--- config.mk ---
export PLATFORM = sky130hd
export DESIGN_NAME = set_scheduler
export DESIGN_NICKNAME = d
export VERILOG_FILES = /design/src/rtl/set_sched_pkg.sv /design/src/rtl/set_sched_fifo.sv /design/src/rtl/set_scheduler.sv
export SDC_FILE = /design/constraint.sdc
export NUM_CORES = 1
export LEC_CHECK = 0
export ABC_CLOCK_PERIOD_IN_PS = 5750
export CAP_MARGIN = 10
export CORE_MARGIN = 2
export CORE_UTILIZATION = 39
export DETAILED_ROUTE_END_ITERATION = 8
export SLEW_MARGIN = 15
export SYNTH_ARGS = -nofsm -noshare
export SYNTH_HDL_FRONTEND = slang
export SYNTH_SLANG_ARGS = --single-unit
--- constraint.sdc ---
create_clock -name clk -period 5.75 [get_ports clk]
set_input_delay 0.8625 -clock clk [delete_from_list [all_inputs] [get_ports clk]]
set_output_delay 0.8625 -clock clk [all_outputs]
set_load 0.01 [all_outputs]
--- src/rtl/set_sched_pkg.sv ---
// Shared types for the SET command scheduler: FSM states, command layout
// and the issued-write counter width.
package set_sched_pkg;

   typedef enum logic [1:0] {
      IDLE  = 2'd0,
      WAIT  = 2'd1,
      ISSUE = 2'd2
   } state_t;

   localparam int CMD_IDX_W    = 3;
   localparam int CMD_VALUE_W  = 32;
   localparam int CMD_DELAY_W  = 16;
   localparam int ISSUED_CNT_W = 16;

   typedef struct packed {
      logic [CMD_IDX_W-1:0]   idx;
      logic [CMD_VALUE_W-1:0] value;
      logic [CMD_DELAY_W-1:0] delay;
   } cmd_t;

endpackage

--- src/rtl/set_sched_fifo.sv ---
// Synchronous command FIFO with flush. o_avail is registered from the next
// occupancy so it tracks o_level edge for edge.
module set_sched_fifo #(
   parameter int DEPTH = 8,
   parameter int WIDTH = 8,
   parameter int LVL_W = $clog2(DEPTH) + 1
) (
   input  logic             clk,
   input  logic             rst_n,
   input  logic             i_push,
   input  logic             i_pop,
   input  logic             i_flush,
   input  logic [WIDTH-1:0] i_wr_data,
   output logic [WIDTH-1:0] o_rd_data,
   output logic             o_empty,
   output logic             o_avail,
   output logic [LVL_W-1:0] o_level
);
   localparam int AW = $clog2(DEPTH);

   logic [WIDTH-1:0] mem_q [DEPTH];
   logic [AW-1:0]    wr_ptr_q, wr_ptr_d;
   logic [AW-1:0]    rd_ptr_q, rd_ptr_d;
   logic [LVL_W-1:0] level_q, level_d;
   logic             avail_q, avail_d;

   always_comb begin
      wr_ptr_d = wr_ptr_q;
      rd_ptr_d = rd_ptr_q;
      level_d  = level_q;
      if (i_flush) begin
         wr_ptr_d = '0;
         rd_ptr_d = '0;
         level_d  = '0;
      end else begin
         if (i_push) wr_ptr_d = wr_ptr_q + AW'(1);
         if (i_pop)  rd_ptr_d = rd_ptr_q + AW'(1);
         case ({i_push, i_pop})
            2'b10:   level_d = level_q + LVL_W'(1);
            2'b01:   level_d = level_q - LVL_W'(1);
            default: level_d = level_q;
         endcase
      end
      avail_d = (level_d != LVL_W'(DEPTH));
   end

   always_ff @(posedge clk) begin
      if (!rst_n) begin
         wr_ptr_q <= '0;
         rd_ptr_q <= '0;
         level_q  <= '0;
         avail_q  <= 1'b0;
      end else begin
         wr_ptr_q <= wr_ptr_d;
         rd_ptr_q <= rd_ptr_d;
         level_q  <= level_d;
         avail_q  <= avail_d;
      end
   end

   always_ff @(posedge clk) begin
      if (i_push && !i_flush) mem_q[wr_ptr_q] <= i_wr_data;
   end

   assign o_rd_data = mem_q[rd_ptr_q];
   assign o_empty   = (level_q == '0);
   assign o_avail   = avail_q;
   assign o_level   = level_q;

endmodule

--- src/rtl/set_scheduler.sv ---
// Timed SET command scheduler: queues {idx, value, delay}, waits the delay,
// then emits a one-cycle write strobe toward the SET output bank.
module set_scheduler
   import set_sched_pkg::*;
#(
   parameter int FIFO_DEPTH  = 8,
   parameter int SET_SIZE    = 5,
   parameter int SET_WIDTH   = 32,
   parameter int DELAY_WIDTH = 16,
   parameter int IDX_W       = (SET_SIZE > 1) ? $clog2(SET_SIZE) : 1
) (
   input  logic                      clk,
   input  logic                      rst_n,
   input  logic                      i_cmd_valid,
   output logic                      o_cmd_ready,
   input  logic [IDX_W-1:0]          i_cmd_idx,
   input  logic [SET_WIDTH-1:0]      i_cmd_value,
   input  logic [DELAY_WIDTH-1:0]    i_cmd_delay,
   input  logic                      i_flush,
   output logic                      o_set_valid,
   output logic [IDX_W-1:0]          o_set_idx,
   output logic [SET_WIDTH-1:0]      o_set_value,
   output logic                      o_busy,
   output logic [$clog2(FIFO_DEPTH):0] o_level,
   output logic                      o_overflow,
   output logic                      o_bad_idx,
   output logic [ISSUED_CNT_W-1:0]   o_issued_cnt
);
   localparam int CMD_W = IDX_W + SET_WIDTH + DELAY_WIDTH;
   localparam logic [IDX_W:0] SET_SIZE_L = (IDX_W + 1)'(SET_SIZE);

   logic                   push, pop, fifo_empty, fifo_avail;
   logic [CMD_W-1:0]       head;
   logic [IDX_W-1:0]       head_idx;
   logic [SET_WIDTH-1:0]   head_value;
   logic [DELAY_WIDTH-1:0] head_delay;
   logic                   idx_ok;

   state_t                 state_q, state_d;
   logic [DELAY_WIDTH-1:0] cnt_q, cnt_d;
   logic [IDX_W-1:0]       idx_q, idx_d, set_idx_q, set_idx_d;
   logic [SET_WIDTH-1:0]   value_q, value_d, set_value_q, set_value_d;
   logic                   set_valid_q, set_valid_d;
   logic                   overflow_q, overflow_d, bad_q, bad_d;
   logic [ISSUED_CNT_W-1:0] issued_q, issued_d;

   set_sched_fifo #(
      .DEPTH (FIFO_DEPTH),
      .WIDTH (CMD_W)
   ) u_fifo (
      .clk       (clk),
      .rst_n     (rst_n),
      .i_push    (push),
      .i_pop     (pop),
      .i_flush   (i_flush),
      .i_wr_data ({i_cmd_idx, i_cmd_value, i_cmd_delay}),
      .o_rd_data (head),
      .o_empty   (fifo_empty),
      .o_avail   (fifo_avail),
      .o_level   (o_level)
   );

   assign o_cmd_ready = fifo_avail && !i_flush;
   assign push        = i_cmd_valid && o_cmd_ready;
   assign {head_idx, head_value, head_delay} = head;
   assign idx_ok      = ({1'b0, idx_q} < SET_SIZE_L);

   always_comb begin
      state_d     = state_q;
      cnt_d       = cnt_q;
      idx_d       = idx_q;
      value_d     = value_q;
      set_valid_d = 1'b0;
      set_idx_d   = set_idx_q;
      set_value_d = set_value_q;
      pop         = 1'b0;
      overflow_d  = overflow_q | (i_cmd_valid & ~o_cmd_ready);
      bad_d       = bad_q | ((state_q == ISSUE) & ~idx_ok);
      issued_d    = set_valid_q ? issued_q + ISSUED_CNT_W'(1) : issued_q;

      if (i_flush) begin
         state_d = IDLE;
      end else begin
         case (state_q)
            WAIT: begin
               if (cnt_q == '0) begin
                  state_d = ISSUE;
                  // Out-of-range targets still consume their slot but never strobe.
                  if (idx_ok) begin
                     set_valid_d = 1'b1;
                     set_idx_d   = idx_q;
                     set_value_d = value_q;
                  end
               end else begin
                  cnt_d = cnt_q - DELAY_WIDTH'(1);
               end
            end
            default: begin
               state_d = IDLE;
               if (!fifo_empty) begin
                  pop     = 1'b1;
                  idx_d   = head_idx;
                  value_d = head_value;
                  cnt_d   = head_delay;
                  state_d = WAIT;
               end
            end
         endcase
      end
   end

   always_ff @(posedge clk) begin
      if (!rst_n) begin
         state_q     <= IDLE;
         cnt_q       <= '0;
         idx_q       <= '0;
         value_q     <= '0;
         set_valid_q <= 1'b0;
         set_idx_q   <= '0;
         set_value_q <= '0;
         overflow_q  <= 1'b0;
         bad_q       <= 1'b0;
         issued_q    <= '0;
      end else begin
         state_q     <= state_d;
         cnt_q       <= cnt_d;
         idx_q       <= idx_d;
         value_q     <= value_d;
         set_valid_q <= set_valid_d;
         set_idx_q   <= set_idx_d;
         set_value_q <= set_value_d;
         overflow_q  <= overflow_d;
         bad_q       <= bad_d;
         issued_q    <= issued_d;
      end
   end

   assign o_set_valid  = set_valid_q;
   assign o_set_idx    = set_idx_q;
   assign o_set_value  = set_value_q;
   assign o_busy       = (state_q != IDLE) || !fifo_empty;
   assign o_overflow   = overflow_q;
   assign o_bad_idx    = bad_q;
   assign o_issued_cnt = issued_q;

endmodule

; ---- Word-level counts from Yosys, hierarchy flattened
; Memories as Yosys holds them, arrays and structs flattened. A register that Yosys moved wholly into a read port is not among the register bits.
; Index checks and enable logic that the tools add are counted.
[totals]
register_bits = 118
ramBits = 408
inputBits = 55
out_inout_bits = 60
word_cells = 71
n_memories = 1
[mem_list]
columns = memory, depth, word_bits, read_ports, rd_clocked_by_memory_dff, wr, line
row1 = u_fifo.mem_q, 8, 51, 1, 1, 1, set_sched_fifo.sv:21  ; logic [WIDTH-1:0] mem_q [DEPTH];
[classes]
add_sub_neg = 6
magnitude_cmp = 1
n_eq_ne = 8
muxes = 16
n_bitwise = 11
n_reduce_logical = 14
[op_table]
columns = operator, n
row1 = 16-bit two-way mux, 3
row2 = "16-bit by 1-bit adder with 16-bit output, second input constant", 1
row3 = 16-bit logical NOT, 1
row4 = "16-bit by 1-bit subtractor with 16-bit output, second input constant", 1
row5 = 4-bit one-hot mux with 2 select lines, 1
row6 = 1-bit two-way mux, 7
row7 = 1-bit inverter, 7
row8 = "3-bit by 1-bit adder with 3-bit output, second input constant", 2
row9 = 3-bit two-way mux, 2
row10 = 3-bit AND reduction, 2
row11 = "4-bit by 1-bit adder with 4-bit output, second input constant", 1
row12 = "2-bit by 1-bit equality test with 1-bit output, second input constant", 2
row13 = "2-bit equality test, second input constant", 2
row14 = 4-bit logical NOT, 1
row15 = 2-bit two-way mux, 2
row16 = 4-bit two-way mux, 1
row17 = "2-bit != test, second input constant", 2
row18 = "4-bit != test, second input constant", 1
row19 = 4-bit AND reduction, 1
row20 = 4-bit OR reduction, 1
row21 = "4-bit by 1-bit subtractor with 4-bit output, second input constant", 1
row22 = 1-bit logical AND, 3
row23 = "3-bit less-than comparator, second input constant", 1
row24 = 1-bit bitwise AND, 2
row25 = 6 further kinds, 8

; ---- Logic depth before layout (Yosys ltp)
[depth]
ltp_word = 8
mapped_depth = 11
mapped_depth_nobuf = 9

; ---- By module
; From an unflattened synthesis, not the netlist that was laid out.
[hier_totals]
cells_unflattened = 1222
hier_area_um2 = 20460.9
[by_module_without_submodules]
columns = module, n_inst, cells_per_inst, area_per_inst_um2
row1 = set_sched_fifo, 1, 665, 15990.3
row2 = set_scheduler, 1, 557, 4470.5

; ---- Least setup slack after synthesis
; No wires, ideal clock.
[synth_timing]
path_kind = input -> register
startpoint = in i_flush
endpoint = mem u_fifo.mem_q[0][0] (netlist name), enable pin
setup_ns = 0.523
arrival_time_ns = 5.234
t_required_ns = 5.227
path_slack_ns = -0.007
path_stages = 5
path_buffers = 0
cell_sequence = nor2b_1 and2_1 inv_1 or2_2 nor3_1
[synth_between]
elab_chain_cells = 6
[synth_rtl]
columns = element, line
row1 = "start, declared", set_scheduler.sv:19  ; input logic i_flush,
row2 = 1-bit logical NOT *, "set_sched_fifo.sv:62, set_scheduler.sv:63"
row3 = 1-bit logical AND, set_scheduler.sv:63  ; assign o_cmd_ready = fifo_avail && !i_flush;
row4 = 1-bit logical AND, set_scheduler.sv:64  ; assign push = i_cmd_valid && o_cmd_ready;
row5 = 1-bit logical AND *, set_sched_fifo.sv:62  ; if (i_push && !i_flush) mem_q[wr_ptr_q] <= i_wr_data;
row6 = 1-bit two-way mux *, set_sched_fifo.sv:62
row7 = 1-bit two-way mux (implied by the code) *, set_sched_fifo.sv:62
row8 = "end, declared", set_sched_fifo.sv:21
; Mark *: on every way between the ends. The rest lies on a longest branch, timed or not.

; ---- Final worst setup path
[layout_timing]
startpoint = in i_flush
endpoint = mem u_fifo.mem_q[6][8] (netlist name), enable pin
; Same word-level chain as after synthesis.

==> impl_metrics.env <==
export IMPL_fin_ws_ps=2416
export IMPL_grt_max_degree=72
export IMPL_min_period_ps=3334
export IMPL_drive_above_1_share_pct=17.71
export IMPL_cts_resized=0
export IMPL_die_y_um=232.2
export IMPL_critPathLaunchType="primary input"
export IMPL_final_nets=1332
export IMPL_avgViaCountPerCell=5.209
export IMPL_hold_path_class="flop to flop"
export IMPL_grt_pass1_wl_um=64250
export IMPL_grt_pass1_vias=10640
export IMPL_fin_area_sq_mm=0.02394
export IMPL_clk_pin_slew_worst_paths_ps=60
export IMPL_synthArstFlopShare_pct=0
export IMPL_drc_errors=0
export IMPL_pin_count=115
export IMPL_setup_worst_path_end="u_fifo.mem_q[6][8]"
export IMPL_syn2layout_area_growth_pct=17.89
export IMPL_ys_seq_area_share_pct=72.25
export IMPL_die_area_sq_mm=0.05392
export IMPL_mostFrequentLayoutCell="edfxtp_1"
export IMPL_ys_warn_count=0
export IMPL_setup_viol=0
export IMPL_place_ws_ps=1766
export IMPL_overflow=0
export IMPL_cts_buffers=54
export IMPL_synth_cell_types=64
export IMPL_cts_path_max_buffers=3
export IMPL_cts_tree="yes"
export IMPL_worstPathArrival_ps=3600
export IMPL_worst_slew_pin_slew_ps=1071
export IMPL_syn_area_sq_mm=0.02031
export IMPL_crit_fanout=22
export IMPL_drtAntennaViolNets=0
export IMPL_dieWidth_um=232.2
export IMPL_relSlewSlack_pct=28.23
export IMPL_r2r_cells=8
export IMPL_core_area_sq_mm=0.05141
export IMPL_placedInstanceArea_sq_mm=0.02222
export IMPL_wirelength_um=41850
export IMPL_cts_root_buf="clkbuf_16"
export IMPL_cts_hold_buf=0
export IMPL_num_rows=83
export IMPL_hold_violations=0
export IMPL_hpwl_um=24780
export IMPL_final_period_utilization_pct=57.99
export IMPL_fin_tns_setup_ps=0
export IMPL_end_kind="flop"
export IMPL_synthCells=1139
export IMPL_dr_pass1_iters=5
export IMPL_wl_per_cell_um=20.96
export IMPL_gp_congestion=0.7540
export IMPL_fmax_mhz=299.9
export IMPL_cap_violations=0
export IMPL_postCtsSetupBuffers=0
export IMPL_rrSetupSlack_ps=2520
export IMPL_cts_sinks=529
export IMPL_ys_flop_type="edfxtp_1"
export IMPL_initial_core_util_pct=39.51
export IMPL_holdWs_ps=472.2
export IMPL_irDropWorstVdd_mv=0.2171
export IMPL_syn_num_nets=1200
export IMPL_avgSynthCellArea_sq_um=17.83
export IMPL_mostFrequentLayoutCells="408 x edfxtp_1, 121 x nor2_1, 118 x dfxtp_1, 114 x clkdlybuf4s50_1, 102 x mux4_2"
export IMPL_rsz0062_at_grt="false"
export IMPL_required_ps=6010
export IMPL_vias=10400
export IMPL_slew_violations=0
export IMPL_p_leak_uw=0.007596
export IMPL_io_buffers=114
export IMPL_antenna_found_initial=1
export IMPL_power_density_mw_per_mm2=325.6
export IMPL_htree_levels=2
export IMPL_crit_type="primary input to flop"
export IMPL_outcome="finished, final reports clean"
export IMPL_crit_start="i_flush"
export IMPL_clock_latency_ps=610
export IMPL_power_total_uw=7797
export IMPL_r2r_start="cnt_q[0]"
export IMPL_r2r_end="o_set_value[21]"
export IMPL_grt_usage_pct=15.67
export IMPL_drt_iter0_markers=734
export IMPL_ys_seq_elements=529
export IMPL_synth_edff_count=408
export IMPL_skew_ps=22.62
## where the power goes
group	internal (uW)	switching (uW)	total, uW	leakage, uW
Combinational	120	164	284	0.00211
Sequential	4150	21.6	4170	0.00466
Clock	1900	1440	3340	0.000832
## critical path, cell delays in order
cell             delay [ps]
clkdlybuf4s50_1         570
nor2b_1                 260
and2_1                  260
inv_1                   140
or2_2                   410
nor2_4                  630
buf_4                   450
## sequential cells by signal (all words and copies together) (netlist names), 3 cells and up, named ones only
signal,flops
o_issued_cnt,16
idx_q,3
u_fifo.o_level,4
u_fifo.wr_ptr_q,3
value_q,32
u_fifo.mem_q,408
cnt_q,16
o_set_value,32
o_set_idx,3
u_fifo.rd_ptr_q,3
## final cells by class
cell class	instances	area, sq um
tap	680	850.8
fill	4380	27460
antenna	1	2.502
inverter	8	36.28
multi-input combinational	538	5313
timing repair buffer	140	1336
clock buffer	75	1480
sequential	529	14690
clock inverter	26	240.2
## per-layer routing
layer | part of all wire [%] | global-route usage, % | vias up
met5 | 0 | 0 | -
met2 | 47 | 24.93 | 233
met3 | 5.5 | 3.242 | 54
met4 | 1.5 | 3.446 | 0
met1 | 46 | 22.22 | 5345
li1 | - | - | 4771
## synth_stat cells, types with 6 or more instances
cell      instances  area, sq um
ha_1              6        75.07
nor3_1            7        35.03
a21oi_1          18        90.09
buf_4             7        52.55
edfxtp_1        408        12250
nor2_1          127        476.7
a32o_1            6        60.06
buf_2            16        80.08
nand2_1          20        75.07
dfxtp_1         121         2422
nand4_1           8        50.05
and2_1            8        50.05
mux4_2          102         2297
xor2_1           14        122.6
clkbuf_1         29        108.9
a211oi_1         36        270.3
mux2i_1          86        860.8
nor2b_1           6        37.54
inv_1             6        22.52
o21ai_0          17        85.08
a31oi_1           6        37.54
xnor2_1           7        61.31
## how the worst min path moves through the flow
stage          startpoint       end  slack, ps  cells past startpoint
2_1_floorplan    cnt_q[6]  cnt_q[6]        430                      2
5_1_grt          cnt_q[6]  cnt_q[6]        490                      2
3_5_place_dp     cnt_q[6]  cnt_q[6]        470                      2
3_3_place_gp     cnt_q[6]  cnt_q[6]        450                      2
6_report         cnt_q[6]  cnt_q[6]        470                      2
4_1_cts          cnt_q[6]  cnt_q[6]        480                      2
## cell families (layout without fill, tap and decap cells)
group | after synthesis | count (layout) | share of synthesized area (%)
adders and majority gates | 6 | 6 | 0.3696
buffers and inverters | 72 | 249 | 1.940
xor gates and xnor gates | 21 | 21 | 0.9056
and+or+nand+nor | 212 | 212 | 5.070
AOI/OAI and AO/OA | 109 | 109 | 3.807
DFF | 529 | 529 | 72.25
muxes | 190 | 190 | 15.66
other | 0 | 1 | 0
## through the flow
stage | util [%] | instances
3_3_place_gp | 43.23 | 1895
4_1_cts | 46.57 | 1996
6_report | 46.58 | 1997
2_1_floorplan | - | 1139
3_5_place_dp | 43.23 | 1895
5_1_grt | 46.57 | 1996
Power figures use the tool's default switching activity.
==> variant, RTL diff (same flow settings) <==
Take the reset off `value_q` and `set_value_q` and load them in a clocked block of their own.
--- a/src/rtl/set_scheduler.sv
+++ b/src/rtl/set_scheduler.sv
@@ -114,10 +114,8 @@
          state_q     <= IDLE;
          cnt_q       <= '0;
          idx_q       <= '0;
-         value_q     <= '0;
          set_valid_q <= 1'b0;
          set_idx_q   <= '0;
-         set_value_q <= '0;
          overflow_q  <= 1'b0;
          bad_q       <= 1'b0;
          issued_q    <= '0;
@@ -125,14 +123,17 @@
          state_q     <= state_d;
          cnt_q       <= cnt_d;
          idx_q       <= idx_d;
-         value_q     <= value_d;
          set_valid_q <= set_valid_d;
          set_idx_q   <= set_idx_d;
-         set_value_q <= set_value_d;
          overflow_q  <= overflow_d;
          bad_q       <= bad_d;
          issued_q    <= issued_d;
       end
+   end
+
+   always_ff @(posedge clk) begin
+      value_q     <= value_d;
+      set_value_q <= set_value_d;
    end
 
    assign o_set_valid  = set_valid_q;
Behaviour: not the same (Yosys sat finds a counterexample within 10 cycles, from zero or initial values and one cycle with rst_n low; the reset may be asserted at any time).
==> variant against the unedited design <==
- total power grew 1.2%
- sequential cell count is the same
- setup slack lost 0.024 ns
- synthesized area shrank 1.7%
- clock skew grew 0.0073 ns
- sequential share of layout area grew 3.2 points
- clock power grew 4%
- cell area shrank 0.77%
- combinational power shrank 30%
- first-iteration DRC count shrank 11%
- wire length shrank 2.2%
- highest routed layer is now met5
==> variant: results (changes against the unedited design) <==
routed vias/inst 5.24 (was 5.21); share of layout cells above drive strength 1 21.4% (was 17.7%); post-synthesis sequential area ratio 76.7% (was 72.2%); sequential cell fraction of total power 53.4% (was 53.5%); grt met2 use 25.0% (was 24.9%); number of global-route vias before repair 10,200 (was 10,600); sw frac 19.9% (was 20.9%); Slew @ Worst Pin 1.10 ns (was 1.07 ns); Total GRT Usage 15.7% (about the same); XOR/XNOR Fraction of Synth Area 0.878% (was 0.906%); met2 wire length 19,600 um (was 19,700 um); Syn Nets 1,089 (was 1,200); initial antenna violation count 3 (was 1); CP max-delay cell nor4_2 (was nor2_4); category of the critical setup timing path flop to output port (was primary input to flop); EDFF count, synth 472 (was 408); hpwl dp 23,400 um (was 24,800 um); largest net degree at the start of global routing 66 (was 72); synth unique cells 49 (was 64); first-pass GRT wire length 62,900 um (was 64,300 um); LEAKAGE 7.28 nW (was 7.60 nW); synthesized area per cell 19.4 um^2 (was 17.8 um^2); First DRT Iteration DRCs 654 (was 734); Placement Cell Area 22,000 um^2 (was 22,200 um^2); final clock skew 0.0299 ns (was 0.0226 ns); routing usage on met1 21.8% (was 22.2%); status complete, no violations (unchanged); GR Util met3 2.89% (was 3.24%); combinational group share of total power 2.5% (was 3.6%); Largest stage delay, worst path 0.83 ns (was 0.63 ns); highest metal used met5 (was met4); Routed wire per std cell 21.8 um (was 21.0 um); synth top area cells edfxtp_1 71%, mux4_2 10%, dfxtp_1 5.7% (was edfxtp_1 60%, dfxtp_1 12%, mux4_2 11%); Final #Nets 1,226 (was 1,332); First-pass DRT Iterations 4 (was 5); Placed Instances 1,781 (was 1,895); Total Wirelength 40,900 um (was 41,900 um); Worst Path Arrival 2.50 ns (was 3.60 ns); wl on met1 18,400 um (was 19,300 um)
-- variant: cell type report --
type / instances / area, um^2 / share of cell area [%]
diodes: 1 / 2.50 / 0.0105
clock buffers: 60 / 1370 / 5.78
clock inverters: 35 / 408 / 1.72
inverters: 7 / 31.3 / 0.132
multi-input cells: 439 / 4460 / 18.8
flip-flops and latches: 529 / 15300 / 64.5
well taps: 672 / 841 / 3.54
repair buffers: 134 / 1320 / 5.54
-- variant: metrics by stage --
stage | setup WS, ns | hold slack, ns | power [mW] | util (%)
after floorplan | 0.158 | 0.400 | 4.39 | -
final | 2.39 | 0.419 | 7.89 | 47.2
after global routing | 2.20 | 0.426 | 8.15 | 47.2
after CTS | 2.35 | 0.419 | 7.97 | 47.2
after global placement | 1.97 | 0.403 | 4.49 | 43.6
after detailed placement | 1.95 | 0.405 | 4.49 | 43.6
-- variant: cell families (layout without fill, tap and decap cells) --
family / after synthesis / in the layout
muxes: 154 / 154
adders and majority gates: 6 / 6
and+or+nand+nor: 165 / 165
AOI/OAI and AO/OA: 94 / 94
DFF: 529 / 529
other: 0 / 1
buffers and inverters: 60 / 236
xor gates and xnor gates: 20 / 20
-- variant: path summary, 6_finish.rpt --
path,to,depth (start not counted),from,slack (ns)
max,o_busy,3,u_fifo.o_level[0],2.39
min,o_set_value[18],0,value_q[18],0.42
min reg2reg,o_set_value[18],0,value_q[18],0.42
max reg2reg,u_fifo.o_avail,9,u_fifo.o_level[0],2.71
-- variant: worst register-to-register path, cell delays in order, from the launching register on --
cell	delay, ns
dfxtp_1	0.41
nor4_2	0.84
nor4_1	0.21
xor2_1	0.20
ha_1	0.21
a21oi_1	0.18
nor4_1	0.07
or3_1	0.36
xnor2_1	0.14
o41a_1	0.31
